`config.mk`:
```
export PLATFORM = sky130hd
export DESIGN_NAME = clk_gen_unit
export DESIGN_NICKNAME = d
export VERILOG_FILES = /design/src/rtl/clk_gen_unit.sv
export SDC_FILE = /design/constraint.sdc
export NUM_CORES = 1
export LEC_CHECK = 0
export CAP_MARGIN = 20
export CORE_AREA = 4 4 78 80
export DETAILED_ROUTE_END_ITERATION = 8
export DIE_AREA = 0 0 82 84
export PLACE_DENSITY_LB_ADDON = 0.2
export SLEW_MARGIN = 10
export SYNTH_ARGS = -nofsm -noshare
export SYNTH_HDL_FRONTEND = slang
export SYNTH_SLANG_ARGS = --single-unit
```
`constraint.sdc`:
```
create_clock -name clk -period 1.87 [get_ports clk]
set_input_delay 0.561 -clock clk [delete_from_list [all_inputs] [get_ports clk]]
set_output_delay 0.561 -clock clk [all_outputs]
set_load 0.01 [all_outputs]
```
`src/rtl/clk_gen_unit.sv`:
```
// Reference-clock divider producing a 50% duty square wave with rise/fall strobes,
// a completed-period counter and an optional self-stop after MAX_CYCLES periods.
module clk_gen_unit #(
  parameter int unsigned HALF_PERIOD = 1,
  parameter int unsigned CNT_W       = 16,
  parameter bit          INIT_LEVEL  = 1'b0,
  parameter int unsigned MAX_CYCLES  = 0,
  parameter int unsigned CYC_W       = 32
) (
  input  logic             clk,
  input  logic             rst_n,
  input  logic             en,
  output logic             clk_o,
  output logic             rise_o,
  output logic             fall_o,
  output logic [CYC_W-1:0] cycles_o,
  output logic             done_o
);

  // Elaboration-time guards on the half-period setting.
  if (HALF_PERIOD == 0) begin : g_bad_half_period
    $error("clk_gen_unit: HALF_PERIOD must be at least 1");
  end
  if (64'(HALF_PERIOD) > ((64'd1 << CNT_W) - 64'd1)) begin : g_half_period_too_wide
    $error("clk_gen_unit: HALF_PERIOD does not fit in CNT_W bits");
  end

  localparam logic [CNT_W-1:0] CNT_LAST  = CNT_W'(HALF_PERIOD - 1);
  localparam logic [CYC_W-1:0] CYC_STOP  = CYC_W'(MAX_CYCLES);
  localparam bit               AUTO_STOP = (MAX_CYCLES != 0);

  typedef enum logic {
    ST_RUN  = 1'b0,
    ST_DONE = 1'b1
  } state_t;

  state_t             state_reg,  state_next;
  logic [CNT_W-1:0]   cnt_reg,    cnt_next;
  logic               level_reg,  level_next;
  logic               rise_reg,   rise_next;
  logic               fall_reg,   fall_next;
  logic [CYC_W-1:0]   cycles_reg, cycles_next;

  always_ff @(posedge clk or negedge rst_n) begin
    if (!rst_n) begin
      state_reg  <= ST_RUN;
      cnt_reg    <= '0;
      level_reg  <= INIT_LEVEL;
      rise_reg   <= 1'b0;
      fall_reg   <= 1'b0;
      cycles_reg <= '0;
    end else begin
      state_reg  <= state_next;
      cnt_reg    <= cnt_next;
      level_reg  <= level_next;
      rise_reg   <= rise_next;
      fall_reg   <= fall_next;
      cycles_reg <= cycles_next;
    end
  end

  // Strobes default low so a disabled or stopped cycle never repeats one.
  always_comb begin
    state_next  = state_reg;
    cnt_next    = cnt_reg;
    level_next  = level_reg;
    rise_next   = 1'b0;
    fall_next   = 1'b0;
    cycles_next = cycles_reg;
    case (state_reg)
      ST_RUN: begin
        if (en) begin
          if (cnt_reg == CNT_LAST) begin
            cnt_next   = '0;
            level_next = ~level_reg;
            if (!level_reg) begin
              rise_next   = 1'b1;
              cycles_next = cycles_reg + CYC_W'(1);
            end else begin
              fall_next = 1'b1;
              // The falling edge closes the period that the last rise counted.
              if (AUTO_STOP && (cycles_reg == CYC_STOP)) begin
                state_next = ST_DONE;
              end
            end
          end else begin
            cnt_next = cnt_reg + CNT_W'(1);
          end
        end
      end
      ST_DONE: begin
        state_next = ST_DONE;
      end
      default: begin
        state_next = ST_RUN;
      end
    endcase
  end

  assign clk_o    = level_reg;
  assign rise_o   = rise_reg;
  assign fall_o   = fall_reg;
  assign cycles_o = cycles_reg;
  assign done_o   = (state_reg == ST_DONE);

endmodule

```
==> flow_summary.ini <==
[floorplan]
dieArea_um2 = 6890
die_h_um = 84
core_area_um2 = 5410
die_w_um = 82
rows = 27
num_io_pins = 39
start_util_pct = 43.7

[global_route]
grt_pass1_wl_um = 8450
grt_antenna_before_repair = 0
grt_usage_pct = 15.5
grt_pass1_vias = 1836
grt_overflow = 0
grt_max_degree = 52

[synthesis]
syn_inst = 212
synthAdderAreaFrac_pct = 1.59
synthesis.area_um2 = 2360
syn_avg_cell_area_um2 = 11.1
synth_xor_area_share_pct = 16.7
synth_nets = 218
ys_types = 30
synth_compound_area_share_pct = 0.424
synthSimpleGateAreaFrac_pct = 25.1
ys_seq_area_share_pct = 54.1
synth_top_family_by_area = simple AND/OR/NAND/NOR gates
yosys_register_bits = 51
yosys_warnings = 0
muxShareOfSynthArea_pct = 0.477

[worst_setup_path]
cpMaxStageDelayCell = or4b_4
cp.required_ps = 2100
slowest_delay_ps = 560
cp_max_fo = 7
path_class = reg2reg
path_cells = nor4_4, nand4_4, or4b_4, nor3_2, xor2_1
cp-end-kind = flop
cp-start-kind = flop
worstPathArrival_ps = 2160

[final_layout]
final_nets = 311
final_area_um2 = 3360
layout.cells.non_filler = 378
layout-drive-gt1-share_pct = 26.5
largest_reg_flops = 32
antenna_cells = 0
area_delta_synth_final_pct = 42.3
final_common_cell = buf_4
most-common-layout-cells = buf_4 (53), dfrtp_1 (47), xnor2_1 (32)

[clocking]
insertion_delay_ps = 300
ctsHoldBuffers = 0
cts_root_buf = clkbuf_8
path_clk_slew_ps = 80
h-tree-depth = 2
cts_buffers = 5
cts_tree = done
cts_sinks = 51
clockBufferDepth = 2

[routing]
wl_per_cell_um = 12.9
drcViolationCount = 0
routed_via_density = 4.95
drtIter0Drc = 87
vias = 1870
drt_wl_total_um = 4860
first_pass_iters = 4
ant_nets = 0

[pwr]
power.density_nw_per_um2 = 905
ir_drop_uv = 759
total_power_mw = 3.04
p_leak_nw = 1.56

[placement]
dp_slack_ps = -288
placed_area_um2 = 3050
place_inst = 348
gp_congestion = 0.776
dp_hpwl_um = 3370
port_buffers = 37

[sta]
rsz0062_at_grt = true
skew_ps = 5.90
min_period_over_period_pct = 104
hold_viol = 0
finalSetupViolations = 9
final_max_slew_viol_count = 0
layout_setup_ws_ps = -66.2
clock.fmax_mhz = 516
min_period_ps = 1940

[outcome]
outcome = finished, violations left
violations = setup timing

[worst_hold_path]
hp-class = in2async

[job]
drv_cap = 0
==> area by class of cell <==
| type | instances | area [um^2] |
|---|---|---|
| clock buffer | 7 | 76.3 |
| multi-input combinational | 153 | 1100 |
| fill | 469 | 2050 |
| tap | 72 | 90.1 |
| sequential | 51 | 1280 |
| clock inverter | 1 | 5.00 |
| timing repair buffer | 91 | 788 |
| inverter | 3 | 11.3 |
==> worst max-delay path, delay by kind of cell (launching register included) <==
family | cells | cell delay (ps)
and+or+nand+nor | 4 | 1290
xor gates and xnor gates | 1 | 150
DFF | 1 | 420
==> report_power, final <==
group          switching, mW  internal [mW]  total (mW)  leakage [nW]
logic                  0.451          0.588        1.04         0.843
clock network          0.345          0.263       0.608        0.0422
registers              0.138           1.25        1.39         0.675
==> cells by family (layout without fill, tap and decap cells) <==
kind of cell	Yosys count	after routing
AND/OR/NAND/NOR	101	101
flip-flops	51	51
XOR/XNOR	45	45
buffers and inverters	8	102
adder cells (fa/ha/maj)	3	3
AO/OA/AOI/OAI	2	2
other	1	1
multiplexers	1	1
==> worst paths after layout <==
check / startpoint / endpoint / slack, ps / cells after the start
min in group clk: cycles_o[31] / cycles_o[31] / 470 / 1
hold / removal: rst_n / cycles_o[17] / 230 / 2
setup reg to reg: cnt_reg[6] / cycles_o[27] / -70 / 5
setup / recovery: cnt_reg[6] / cycles_o[27] / -70 / 5
max in group asynchronous: rst_n / cycles_o[2] / 1380 / 2
hold reg to reg: cycles_o[31] / cycles_o[31] / 470 / 1
==> per-layer routing <==
layer	track usage, %	share of wire [%]	vias to the layer above
met5	0	0	-
met4	4.53	0.82	0
met3	3.67	4.4	4
met2	24.1	47	42
met1	21.4	48	913
li1	-	-	911
==> metrics by stage <==
step	hold slack, ps	util, %	TNS [ps]
global placement	461	56.4	-5970
floorplan	265	-	0
finish	231	62.1	-325
CTS	235	60.5	-290
global route	248	62.1	-3190
detailed placement	465	56.4	-6570
==> timing repair <==
| item | CTS | global route |
|---|---|---|
| gates resized for setup | 14 | 7 |
| setup endpoints to repair | 40 | 38 |
| pin swaps | 5 | 0 |
| buffers inserted | 13 | 9 |
==> synthesized netlist by cell type, drive strengths merged <==
| cell type | count | share of area, % |
|---|---|---|
| nor3b | 1 | 0.32 |
| inv | 3 | 0.48 |
| nand3 | 23 | 4.9 |
| and2 | 2 | 0.53 |
| and4 | 5 | 1.9 |
| conb | 1 | 0.16 |
| clkbuf | 4 | 0.64 |
| o21ai | 2 | 0.42 |
| or3 | 1 | 0.27 |
| and3 | 9 | 2.4 |
| nor3 | 5 | 1.5 |
| buf | 1 | 0.32 |
| xnor2 | 32 | 12 |
| nor4bb | 1 | 0.42 |
| xor2 | 13 | 4.8 |
| nand2b | 1 | 0.27 |
| nand2 | 25 | 4.0 |
| nor4 | 6 | 3.4 |
| nor2 | 10 | 1.6 |
| dfrtp | 51 | 54 |
| nand4 | 10 | 2.9 |
| or2 | 1 | 0.27 |
| or4b | 1 | 0.58 |
| mux2 | 1 | 0.48 |
| ha | 3 | 1.6 |
Note: power is estimated with default switching activity, not from simulation.
==> RTL change, RTL diff (config.mk and constraints unchanged) <==
The parameter `CYC_W` goes from 32 to 24.
--- a/src/rtl/clk_gen_unit.sv
+++ b/src/rtl/clk_gen_unit.sv
@@ -5,7 +5,7 @@
   parameter int unsigned CNT_W       = 16,
   parameter bit          INIT_LEVEL  = 1'b0,
   parameter int unsigned MAX_CYCLES  = 0,
-  parameter int unsigned CYC_W       = 32
+  parameter int unsigned CYC_W       = 24
 ) (
   input  logic             clk,
   input  logic             rst_n,
Ports: changed (resized cycles_o); port bits go from 39 to 31. No check against the original RTL was run, so the function may have changed too.
==> RTL change against the unedited design <==
  * Global-route usage shrank 2.1 points
  * Non-clock buffer count shrank 26
  * Register-to-register slack gained 0.16 ns
  * Area after synthesis shrank 9.7%
  * Worst setup slack gained 0.11 ns
  * Sequential cell count shrank 8
  * Highest routed layer unchanged
  * Wire length shrank 8.7%
  * Synthesized cell count shrank 12%
  * Die area is the same
  * Final area shrank 13%
  * Largest cell class unchanged
  * Critical path type is now register to output pin
Power is not compared: it rests on default switching activity, and its combinational part moved more than twofold at a synthesized area within 25%.
==> RTL change: results (changes against the unedited design) <==
Place
  – Gpl congestion: 0.755 (-2.7%)
  – Post-DP Area: 2600 um^2 (-15%)
  – Dpl ws: -0.269 ns (+0.0189 ns)
  – Port bufs: 29 (-22%)
  – DP HPWL: 2.93 mm (-13%)
  – Placed cells: 296 (-15%)

Layout
  – Seq Cell Count: 43 (-16%)
  – Sequential Area: 1080 um^2 (-16%)
  – CLK BUF: 6 (-1)
  – Max reg flops: 24 (-25%)
  – Ratio of cells with drive above 1 in the final layout: 0.266 (+0.000919)
  – Multi-input gate area: 1020 um^2 (-7.2%)
  – Area growth syn-to-layout: 37.8%
  – Filler cells: 496 (+5.8%)
  – Multi-input gates: 132 (-14%)
  – Non-clk invs: 8 (+5)
  – Signal buf overhead: 0.202 (-0.0328)
  – Clk cell area share: 0.0401 (+0.0158)

Setup path
  – Max stage delay on crit path: 0.56 ns (about the same)
  – Worst r2r dst: cycles_o[1]$_DFFE_PN0P_
  – Family with the most delay on the worst path: buffers and inverters
  – Crit path to: cycles_o[4]
  – Worst Setup End Kind: output pin
  – CP arrival: 1.26 ns (-0.90 ns)
  – Worst-path fanout max: 4 (-3)
  – R2R Setup Slk: 0.09 ns (+0.16 ns)
  – Worst R2R Start: cnt_reg[11]$_DFFE_PN0P_
  – Crit path max-delay cell type: clkdlybuf4s50_1

Routing
  – Number of vias per cell: 4.87 (-1.5%)
  – Routed wire length: 4.44 mm (-8.7%)
  – Met2 routed WL: 2.05 mm (-9.5%)
  – Metal3 WL: 252 um (+18%)
  – Via count: 1598 (-15%)
  – First DRT Iteration DRCs: 60 (-31%)
  – Wire length on met1: 2.07 mm (-12%)

Clock tree
  – Resized cells post-CTS: 1 (-13)
  – Post-CTS Setup Inserts: 4 (-9)

STA
  – Post-Route Skew: 0.00790 ns (+0.00200 ns)
  – Min Tclk post-route: 1.83 ns (-0.110 ns)
  – Final Hold Slack: 0.228 ns (-0.00222 ns)

Synth
  – Net Count, Synth: 193 (-11%)
  – Register area share after synthesis: 0.505 (-0.0358)
  – Ranking of synthesized cells by area: dfrtp_1, xor2_1, nor4_2
  – Avg Cell Area, Syn: 11.4 um^2 (+2.4%)
  – Post-Synth XOR/XNOR Area: 0.152 (-0.0149)
  – Top FF cell, synth: dfrtp_1
  – Post-synthesis mux area share: 0.00528 (+0.000513)
  – Post-synthesis compound-gate area fraction: 0.00881 (+0.00457)
  – Post-synth top cells: dfrtp_1, xor2_1, nor3_1

Floorplan
  – Die X: 82 um (unchanged)

Global route
  – First-pass GRT wire length: 7.20 mm (-15%)
  – Vias in the first global route: 1513 (-18%)
  – Pin count of the biggest net entering global routing: 24 (-54%)
  – Grt met1 use: 0.179 (-0.0353)

Outcome
  – Status: completed
==> RTL change: cell count changes in the layout (fill, tap and decap cells not counted), moves of 5 or more <==
cell,before,now
nand3_1,19,11
xnor2_1,32,11
and3_1,9,4
nor3_1,3,17
nor2_1,10,5
inv_1,1,8
nor4_2,1,9
dfrtp_1,47,40
clkdlybuf4s50_1,28,23
buf_4,53,34
nand2_1,25,17
xor2_1,13,26
==> RTL change: cell families after synthesis <==
logic type                 after synthesis
DFF                                     43
buffers and inverters                   13
adders and majority gates                3
other                                    1
xor gates and xnor gates                37
and+or+nand+nor                         86
muxes                                    1
AOI/OAI and AO/OA                        3
==> RTL change: where the power goes <==
group | switching, W | internal, W | total [W]
clock network | 0.000319 | 0.000432 | 0.000751
registers | 0.0000547 | 0.000977 | 0.00103
logic | 0.000135 | 0.000128 | 0.000263
